===== src/rtl/simple_if_rd_arb.sv =====
// Round-robin read arbiter: NUM_REQ requesters share one simple-bus read slave,
// one outstanding transaction at a time, with a watchdog for silent slaves.
module simple_if_rd_arb #(
    parameter int NUM_REQ        = 4,
    parameter int ADDR_BIT_WIDTH = 2,
    parameter int DATA_BIT_WIDTH = 8,
    parameter int TIMEOUT_CYCLES = 16
) (
    input  logic                              i_clk,
    input  logic                              i_sync_rst,
    input  logic [NUM_REQ-1:0]                i_req,
    input  logic [NUM_REQ*ADDR_BIT_WIDTH-1:0] i_addr,
    output logic [NUM_REQ-1:0]                o_ack,
    output logic [NUM_REQ-1:0]                o_rd_vld,
    output logic [DATA_BIT_WIDTH-1:0]         o_rd_data,
    output logic                              o_rd_err,
    output logic                              o_busy,
    output logic                              o_rd_req,
    output logic [ADDR_BIT_WIDTH-1:0]         o_addr,
    input  logic [DATA_BIT_WIDTH-1:0]         i_rd_data,
    input  logic                              i_rd_vld
);

    localparam int PTR_W = $clog2(NUM_REQ);
    localparam int CNT_W = (TIMEOUT_CYCLES > 0) ? $clog2(TIMEOUT_CYCLES + 1) : 1;
    localparam logic [CNT_W-1:0] CNT_LAST =
        CNT_W'((TIMEOUT_CYCLES > 0) ? TIMEOUT_CYCLES - 1 : 0);
    localparam logic [CNT_W-1:0] CNT_MAX = '1;
    localparam logic [PTR_W-1:0] PTR_LAST = PTR_W'(NUM_REQ - 1);

    typedef enum logic [1:0] {
        IDLE,
        ISSUE,
        WAIT
    } state_t;

    state_t                    state, state_nxt;
    logic [PTR_W-1:0]          ptr, ptr_nxt;
    logic [PTR_W-1:0]          grant, grant_nxt;
    logic [CNT_W-1:0]          cnt, cnt_nxt;
    logic [NUM_REQ-1:0]        ack_nxt;
    logic [NUM_REQ-1:0]        rd_vld_nxt;
    logic [DATA_BIT_WIDTH-1:0] rd_data_nxt;
    logic                      rd_err_nxt;
    logic                      busy_nxt;
    logic                      rd_req_nxt;
    logic [ADDR_BIT_WIDTH-1:0] addr_nxt;

    logic                      found;
    logic [PTR_W-1:0]          pick;
    logic [PTR_W-1:0]          ptr_after;
    logic [ADDR_BIT_WIDTH-1:0] pick_addr;

    function automatic logic [NUM_REQ-1:0] onehot(input logic [PTR_W-1:0] idx);
        onehot      = '0;
        onehot[idx] = 1'b1;
    endfunction

    // First active requester at or above ptr, wrapping around.
    always_comb begin
        found     = 1'b0;
        pick      = '0;
        pick_addr = '0;
        for (int i = 0; i < NUM_REQ; i++) begin
            if (!found && i_req[(int'(ptr) + i) % NUM_REQ]) begin
                found     = 1'b1;
                pick      = PTR_W'((int'(ptr) + i) % NUM_REQ);
                pick_addr = i_addr[((int'(ptr) + i) % NUM_REQ) * ADDR_BIT_WIDTH +: ADDR_BIT_WIDTH];
            end
        end
        ptr_after = (pick == PTR_LAST) ? '0 : pick + PTR_W'(1);
    end

    always_comb begin
        state_nxt   = state;
        ptr_nxt     = ptr;
        grant_nxt   = grant;
        cnt_nxt     = cnt;
        ack_nxt     = '0;
        rd_vld_nxt  = '0;
        rd_data_nxt = o_rd_data;
        rd_err_nxt  = o_rd_err;
        rd_req_nxt  = 1'b0;
        addr_nxt    = o_addr;
        case (state)
            IDLE: begin
                if (found) begin
                    state_nxt  = ISSUE;
                    grant_nxt  = pick;
                    ptr_nxt    = ptr_after;
                    addr_nxt   = pick_addr;
                    ack_nxt    = onehot(pick);
                    rd_req_nxt = 1'b1;
                end
            end
            ISSUE: begin
                state_nxt = WAIT;
                cnt_nxt   = '0;
            end
            WAIT: begin
                if (i_rd_vld) begin
                    state_nxt   = IDLE;
                    rd_vld_nxt  = onehot(grant);
                    rd_data_nxt = i_rd_data;
                    rd_err_nxt  = 1'b0;
                end else if (TIMEOUT_CYCLES > 0 && cnt == CNT_LAST) begin
                    state_nxt   = IDLE;
                    rd_vld_nxt  = onehot(grant);
                    rd_data_nxt = '0;
                    rd_err_nxt  = 1'b1;
                end else if (cnt != CNT_MAX) begin
                    cnt_nxt = cnt + CNT_W'(1);
                end
            end
            default: state_nxt = IDLE;
        endcase
        busy_nxt = (state_nxt != IDLE);
    end

    always_ff @(posedge i_clk) begin
        if (i_sync_rst) begin
            state     <= IDLE;
            ptr       <= '0;
            grant     <= '0;
            cnt       <= '0;
            o_ack     <= '0;
            o_rd_vld  <= '0;
            o_rd_data <= '0;
            o_rd_err  <= 1'b0;
            o_busy    <= 1'b0;
            o_rd_req  <= 1'b0;
            o_addr    <= '0;
        end else begin
            state     <= state_nxt;
            ptr       <= ptr_nxt;
            grant     <= grant_nxt;
            cnt       <= cnt_nxt;
            o_ack     <= ack_nxt;
            o_rd_vld  <= rd_vld_nxt;
            o_rd_data <= rd_data_nxt;
            o_rd_err  <= rd_err_nxt;
            o_busy    <= busy_nxt;
            o_rd_req  <= rd_req_nxt;
            o_addr    <= addr_nxt;
        end
    end

endmodule


===== config.mk =====
export PLATFORM = sky130hd
export DESIGN_NAME = simple_if_rd_arb
export DESIGN_NICKNAME = d
export VERILOG_FILES = /design/src/rtl/simple_if_rd_arb.sv
export SDC_FILE = /design/constraint.sdc
export NUM_CORES = 1
export LEC_CHECK = 0
export BUFFER_PORTS_ARGS = -buffer_cell sky130_fd_sc_hd__buf_2
export CAP_MARGIN = 20
export CORE_AREA = 2 2 62 64
export DETAILED_ROUTE_END_ITERATION = 16
export DIE_AREA = 0 0 64 66
export PLACE_DENSITY_LB_ADDON = 0.25
export SLEW_MARGIN = 5
export SYNTH_ARGS = -nofsm -noshare
export SYNTH_HDL_FRONTEND = slang
export SYNTH_SLANG_ARGS = --single-unit

===== constraint.sdc =====
create_clock -name i_clk -period 2.6 [get_ports i_clk]
set_input_delay 0.39 -clock i_clk [delete_from_list [all_inputs] [get_ports i_clk]]
set_output_delay 0.39 -clock i_clk [all_outputs]
set_load 0.01 [all_outputs]

Yosys cells after proc, flatten, opt, wreduce, memory -nomap -nowiden:

Index checks and enable logic that the tools add are counted.

* register bits after elaboration: 32
* input port bits: 23
* word-level logic and storage cells: 106

* $add $sub $neg: 5
* order comparisons: 8
* equal/unequal tests: 8
* shift operators: 4
* muxes and demuxes: 43
* bitwise gates (word level): 6
* reductions and logical operators: 21

Operators with widths (number)
* variable part select 8 x 4 -> 2 bit: 4
* two-way mux 2 bit: 12
* two-way mux 1 bit: 16
* two-way mux 8 bit: 2
* two-way mux 5 bit: 3
* < comparator 3 x 4 -> 1 bit, second input constant: 3
* one-hot mux 5 bit (2 select lines): 1
* OR reduction 2 bit: 5
* < comparator 2 x 3 -> 1 bit, second input constant: 3
* binary-select mux 1 bit (select 2 bit): 4
* two-way mux 4 bit: 2
* inequality test 2 bit, second input constant: 3
* one-hot mux 2 bit (3 select lines): 1
* nonzero test 2 bit: 3
* adder 5 x 1 -> 5 bit, second input constant: 1
* == test 5 x 4 -> 1 bit, second input constant: 1
* logical AND 1 bit: 5
* inequality test 5 bit, second input constant: 1
* adder 2 x 1 -> 2 bit, second input constant: 2
* adder 2 bit, second input constant: 2
* demux 1 bit (select 2 bit): 2
* == test 2 bit, second input constant: 2
* >= comparator 2 x 1 -> 1 bit, second input constant: 2
* AND reduction 2 bit: 2
* other kinds (7): 13

Logic depth before layout (Yosys ltp):

Gate-level depths: netlist of the first run.

* depth after elaboration: 18
* mapped depth: 10
* gate-level depth less buffers: 8

Worst setup path after synthesis of the first run:

No wires, ideal clock.

* path kind: reg-to-reg
* start: register cnt[0]
* end: register cnt[4]
* arrival time: 1.933 ns
* required time: 2.472 ns
* path slack: 0.539 ns
* cell stages (with the launch flop): 8
* cell sequence: dfxtp_1 -> ha_1 -> and3_1 -> ha_1 -> or4b_1 -> or2_1 -> a31oi_1 -> nor2_1

* cells in the longest elaborated chain, start to end: 5

RTL lines
* start, declared: line 40 `logic [CNT_W-1:0] cnt, cnt_nxt;`
* start signal, assigned: line 137 `cnt <= cnt_nxt;`
* adder 5 x 1 -> 5 bit: line 112 `cnt_nxt = cnt + CNT_W'(1);`
* two-way mux 5 bit: line 111 `end else if (cnt != CNT_MAX) begin`
* two-way mux 5 bit: line 106 `end else if (TIMEOUT_CYCLES > 0 && cnt == CNT_LAST) begin`
* two-way mux 5 bit: line 101 `if (i_rd_vld) begin`
* one-hot mux 5 bit (2 select lines): line 85 `case (state)`

Parallel ways exist; a longest one is shown, timed or not. The select of a mux whose other input is x is not followed.
A chain may end at the register's enable or synchronous reset.

Final worst setup path of the first run:

* start: register cnt[0]
* end: register cnt[3]

The elaborated chain is that of the path after synthesis.

==> summary.txt, run 1 <==
Max-Cap Viols: 0
worst-case clock buffer depth: 2
status: finished, final reports clean
Nets: 261
H-tree level count: 2
final WL: 3360 µm
Via density: 5.36
dominant cell type by area after synthesis: dfxtp_1
worst vdd ir: 0.247 mV
Area after DPL: 1980 µm²
most frequent cells in the layout: 43 x buf_2, 32 x dfxtp_1, 19 x nand2_1
Synth Flop Type: dfxtp_1
Slew @ Worst Pin: 614 ps
grt ovf: 0
RSZ-0062 raised after global routing: no
Fmax achieved: 458 MHz
final instance area: 2050 µm²
worst-skew pair later-pin latency: 330 ps
Area Growth Syn to Fin: 15.9%
Slew Limit Fails: 0
CTS tree: yes
Synthesized Nets: 224
P_leak: 0.000895 µW
wl on met1: 1550 µm
Final WS setup: 418 ps
port bufs: 43
CTS root buf: clkbuf_4
Async SR Flop Fraction: 0
All-Layer GR Usage: 0.178
CP Max Fanout: 5
CP endpoint kind: flip-flop
CP arrival: 2440 ps
Mapped Area: 1770 µm²
setup violators final: 0
post-DR wirelength/cell: 12.0 µm
CTS sink cnt: 32
first-pass GRT wire length: 5950 µm
Clock Skew: 10.7 ps
Top Layer Used: met4
Die Ht: 66 µm
DRT Pass-1 Iters: 4
post-CTS setup buffer count: 0
Die X: 64 µm
min-delay worst type: primary input to flip-flop
Max-slew headroom: 0.590
final hold viol count: 0
CTS hold repair buffers: 0
via count: 1500
vias in the first global route: 1353
most common cell after layout, fill and taps aside: buf_2
Synth top area share: 0.363
wire length on met2: 1570 µm
Die Area: 4220 µm²
# diodes: 0
fin util: 0.576
Final ANT Viol Nets: 0
clock-pin slew of the registers on the worst-case setup and hold paths: 100 ps
DP Wirelength: 2490 µm
Starting Density: 0.497
Syn Area/Cell: 9.10 µm²
routed wl met3: 175 µm
CP required: 2860 ps
Distinct cells, synth: 48
Cells after Synth: 194
Initial DRC Count: 55
Ys Warns: 0
layout cell share with drive strength beyond 1: 0.302
Core Region: 3550 µm²
final worst-path cycle share: 0.839
FF+latch count, synth: 32
# rows: 22
minimum clock period: 2180 ps
startpoint types: flip-flop
remaining routing DRC violations: 0
Post-synth EDFFs: 0
Cell Pwr Density: 579 nW/µm²
reg2reg setup slack: 420 ps
initial antenna violation count: 0
Placement Setup Slack: 404 ps
critical path class: flip-flop to flip-flop
IO Count: 44
top post-synthesis cells by area: dfxtp_1 36%, mux4_2 8.9%, ha_1 5.0%
largest net degree at the start of global routing: 29
sequential share of the synthesized area: 0.363
GP Congestion: 0.785
post-CTS sizing: 0
number of buffers created by CTS: 5
Sum Neg Setup Slack: 0 ps
-- logic make-up after synthesis --
logic type,after synthesis,synth area share
and+or+nand+nor,80,0.253
AOI/OAI and AO/OA,37,0.146
DFF,32,0.363
buffers and inverters,25,0.0645
muxes,11,0.114
adders and majority gates,7,0.0496
xor gates and xnor gates,2,0.00992
-- synth_stat cells, types with 4 or more instances --
library cell / n
a31oi_1: 4
clkbuf_1: 5
dfxtp_1: 32
nor3b_1: 4
a21oi_1: 10
nor3_1: 4
buf_2: 7
a22oi_1: 9
and3b_1: 4
ha_1: 7
nand2b_1: 5
inv_1: 10
nand3_1: 4
nand2_1: 19
and2_1: 5
mux4_2: 7
nor2_1: 16
-- worst max-delay path: stages (launching register included) --
cell,delay (ps)
dfxtp_1,340
ha_1,210
and3_1,200
ha_1,180
or4b_1,620
nor2_2,160
nand4_1,120
xor2_1,150
nor3_1,130
-- final timing paths --
check / start / to / cells past startpoint
worst max-delay path: cnt[0]$_SDFFE_PP0P_ / cnt[3]$_SDFFE_PP0P_ / 8
worst min-delay path: i_rd_data[6] / o_rd_data[6]$_SDFFE_PP0P_ / 3
worst max register to register: cnt[0]$_SDFFE_PP0P_ / cnt[3]$_SDFFE_PP0P_ / 8
worst min register to register: o_rd_err$_SDFFE_PP0P_ / o_rd_err$_SDFFE_PP0P_ / 2
-- per-stage QoR --
| stage | hold WS [ps] | total power [µW] | instances |
|---|---|---|---|
| 2_1_floorplan | 451 | 824 | 194 |
| 3_3_place_gp | 448 | 899 | 272 |
| 3_5_place_dp | 448 | 901 | 272 |
| 4_1_cts | 287 | 1200 | 280 |
| 5_1_grt | 296 | 1270 | 280 |
| 6_report | 293 | 1190 | 280 |
-- power by group --
part	internal (µW)	switching [µW]
registers	527	39.5
clock network	131	168
logic	157	163
-- state kept, by name, summed over array words and instances (netlist names) --
signal / flops
o_rd_vld: 4
grant: 2
o_rd_req: 1
ptr: 2
state: 2
o_rd_err: 1
o_rd_data: 8
o_busy: 1
o_addr: 2
cnt: 5
o_ack: 4
-- routing by layer --
| layer | up-vias | global-route usage |
|---|---|---|
| met1 | 685 | 0.213 |
| met4 | 0 | 0.0788 |
| met2 | 44 | 0.305 |
| met3 | 8 | 0.0426 |
| met5 | - | 0 |
| li1 | 763 | - |
-- area by class of cell --
class | instances | area [µm²]
clock inverters | 2 | 15.0
flip-flops and latches | 32 | 641
repair buffers | 45 | 230
fillers | 331 | 1510
multi-input cells | 137 | 1010
inverters | 10 | 37.5
well taps | 48 | 60.1
clock buffers | 6 | 51.3
Note: power is estimated with default switching activity, not from simulation.
==> run 2, diff against run 1 <==
--- a/config.mk
+++ b/config.mk
@@ -7,9 +7,9 @@
 export LEC_CHECK = 0
 export BUFFER_PORTS_ARGS = -buffer_cell sky130_fd_sc_hd__buf_2
 export CAP_MARGIN = 20
-export CORE_AREA = 2 2 62 64
+export CORE_AREA = 2 2 65 67
 export DETAILED_ROUTE_END_ITERATION = 16
-export DIE_AREA = 0 0 64 66
+export DIE_AREA = 0 0 67 69
 export PLACE_DENSITY_LB_ADDON = 0.25
 export SLEW_MARGIN = 5
 export SYNTH_ARGS = -nofsm -noshare
==> constraint.sdc (replaced) <==
create_clock -name i_clk -period 1.97 [get_ports i_clk]
set_input_delay 0.2955 -clock i_clk [delete_from_list [all_inputs] [get_ports i_clk]]
set_output_delay 0.2955 -clock i_clk [all_outputs]
set_load 0.01 [all_outputs]
==> summary.txt, run 2 (synthesis results as in run 1) <==
status: finished with violations
failing checks: negative setup slack
most common cell after layout, fill and taps aside: buf_2
Final ANT Viol Nets: 0 (unchanged)
Die Area: 4620 µm² (+9.4%)
Bufs and invs on worst path: 0 (unchanged)
Max-Cap Viols: 0 (unchanged)
largest net degree at the start of global routing: 29 (unchanged)
# diodes: 0 (unchanged)
setup violators final: 1 (+1)
CP Max Fanout: 4 (-1)
Core Region: 3910 µm² (+10%)
DP Wirelength: 2610 µm (+4.9%)
Nets: 273 (+4.6%)
grt ovf: 0 (unchanged)
layout cell share with drive strength beyond 1: 0.374 (+0.0728)
min-delay worst type: primary input to flip-flop
vias in the first global route: 1400 (+3.5%)
worst path cell trace: ha_4, and3_4, ha_4, or4b_4, or2_4, a31oi_1, nor2_1
Flop pwr share: 0.426 (-0.052)
final hold viol count: 0 (unchanged)
first-pass GRT wire length: 6100 µm (+2.4%)
Fmax achieved: 503 MHz (+9.8%)
CP arrival: 2130 ps (-310 ps)
All-Layer GR Usage: 0.167 (-0.0114)
combinational share of power: 0.276 (+0.006)
GP Congestion: 0.783 (-0.24%)
most frequent cells in the layout: 43 x buf_2, 30 x dfxtp_1, 19 x nand2_1
Max-slew headroom: 0.679 (+0.0886)
CP max stage cell: or4b_4
Final WS setup: -17.8 ps (-436 ps)
dpl cells: 284 (+4.4%)
port bufs: 43 (unchanged)
via count: 1533 (+2.2%)
Hold Path Stages: 3 (unchanged)
minimum clock period: 1990 ps (-194 ps)
CP top delay family: simple AND/OR/NAND/NOR gates
CP most frequent cell: ha_4
Via density: 5.23 (-2.3%)
sw frac: 0.282 (-0.0302)
Die X: 67 µm (+4.7%)
CTS tree: yes
worst vdd ir: 0.366 mV (+48%)
post-DR wirelength/cell: 12.5 µm (+4.2%)
Die Ht: 69 µm (+4.5%)
Clk pwr share: 0.298 (+0.046)
Cell Pwr Density: 779 nW/µm² (+34%)
final worst-path cycle share: 1.01 (+0.170)
CTS root buf: clkbuf_8
DRT Pass-1 Iters: 4 (unchanged)
CTS hold repair buffers: 0 (unchanged)
max FFs per register: 8 (unchanged)
critical path class: flip-flop to flip-flop
Psw: 491 µW (+33%)
R2R depth: 7 (-1)
Slew @ Worst Pin: 482 ps (-132 ps)
Starting Density: 0.451 (-0.0461)
internal power: 1250 µW (+54%)
Design Power: 1740 µW (+47%)
CTS sink cnt: 32 (unchanged)
initial antenna violation count: 0 (unchanged)
worst-skew pair later-pin latency: 270 ps (-60 ps)
IO Count: 44 (unchanged)
Largest regs: o_rd_data (8), cnt (5)
CP required: 2120 ps (-740 ps)
startpoint types: flip-flop
final WL: 3660 µm (+9.0%)
RSZ-0062 raised after global routing: yes
number of buffers created by CTS: 5 (unchanged)
most flop-heavy register: o_rd_data
CP endpoint kind: flip-flop
worst-case clock buffer depth: 2 (unchanged)
clock-pin slew of the registers on the worst-case setup and hold paths: 60 ps (-40 ps)
P_leak: 0.000980 µW (+9.5%)
H-tree level count: 2 (unchanged)
Worst path max stage delay: 550 ps (-70 ps)
Area Growth Syn to Fin: 26.7%
Slew Limit Fails: 0 (unchanged)
non-filler instance count after layout: 293 (+4.6%)
Initial DRC Count: 59 (+7.3%)
Crit. path cell count: 7 (-1)
remaining routing DRC violations: 0 (unchanged)
# rows: 23 (+4.5%)
Clock Skew: 3.55 ps (-7.13 ps)
## run 2: cell types whose count changed in the layout (fill, tap and decap cells not counted), sizes merged
| cell | change |
|---|---|
| buf | +12 |
| clkinvlp | -2 |
| clkbuf | +1 |
## run 2: final cells by class
type | count | area (µm²)
well taps | 50 | 62.6
fillers | 360 | 1680
multi-input cells | 137 | 1060
clock buffers | 7 | 96.3
flip-flops and latches | 32 | 643
repair buffers | 57 | 333
inverters | 10 | 37.5
## run 2: metal layers
layer	vias to the layer above	wire (µm)	GRT usage
met4	0	59	0.0680
met1	701	1640	0.208
met3	6	205	0.0310
met5	-	0	0
li1	780	-	-
met2	46	1750	0.277
## run 2: power by group through the flow
stage                     logic (µW)  registers [µW]  clock network, µW
after floorplan                  340             749                  0
after global placement           473             755                  0
after detailed placement         481             756                  0
after CTS                        484             743                533
after global routing             541             750                558
final                            482             742                519
## run 2: metrics by stage
step / area, µm² / hold slack, ps / util / setup TNS, ps / worst slack [ps]
2_1_floorplan: 1770 / 444 / - / 0 / 8.09
3_3_place_gp: 2080 / 449 / 0.530 / -22.1 / -15.8
3_5_place_dp: 2080 / 452 / 0.530 / -185 / -61.0
4_1_cts: 2220 / 261 / 0.566 / -68.3 / -41.6
5_1_grt: 2240 / 283 / 0.572 / -164 / -52.4
6_report: 2240 / 267 / 0.572 / -17.8 / -17.8
## run 2: final timing paths
| check | start | endpoint | slack [ps] |
|---|---|---|---|
| max reg2reg | cnt[0]$_SDFFE_PP0P_ | cnt[4]$_SDFFE_PP0P_ | -20 |
| min reg2reg | o_rd_err$_SDFFE_PP0P_ | o_rd_err$_SDFFE_PP0P_ | 460 |
| min | i_rd_data[3] | o_rd_data[3]$_SDFFE_PP0P_ | 270 |
| max | cnt[0]$_SDFFE_PP0P_ | cnt[4]$_SDFFE_PP0P_ | -20 |
## run 2: what timing repair did
item / in CTS / in global routing
gates cloned: 0 / 0
endpoints found under the setup margin: 5 / 5
pin swaps: 6 / 8
setup buffers: 1 / 1
gates resized for setup: 8 / 3
## run 2: worst reg2reg max path, delay by kind of cell, from the launching register on
family	cells	cell delay, ps
simple gates	4	1080
compound gates	1	140
flops	1	330
fa+ha+maj	2	310
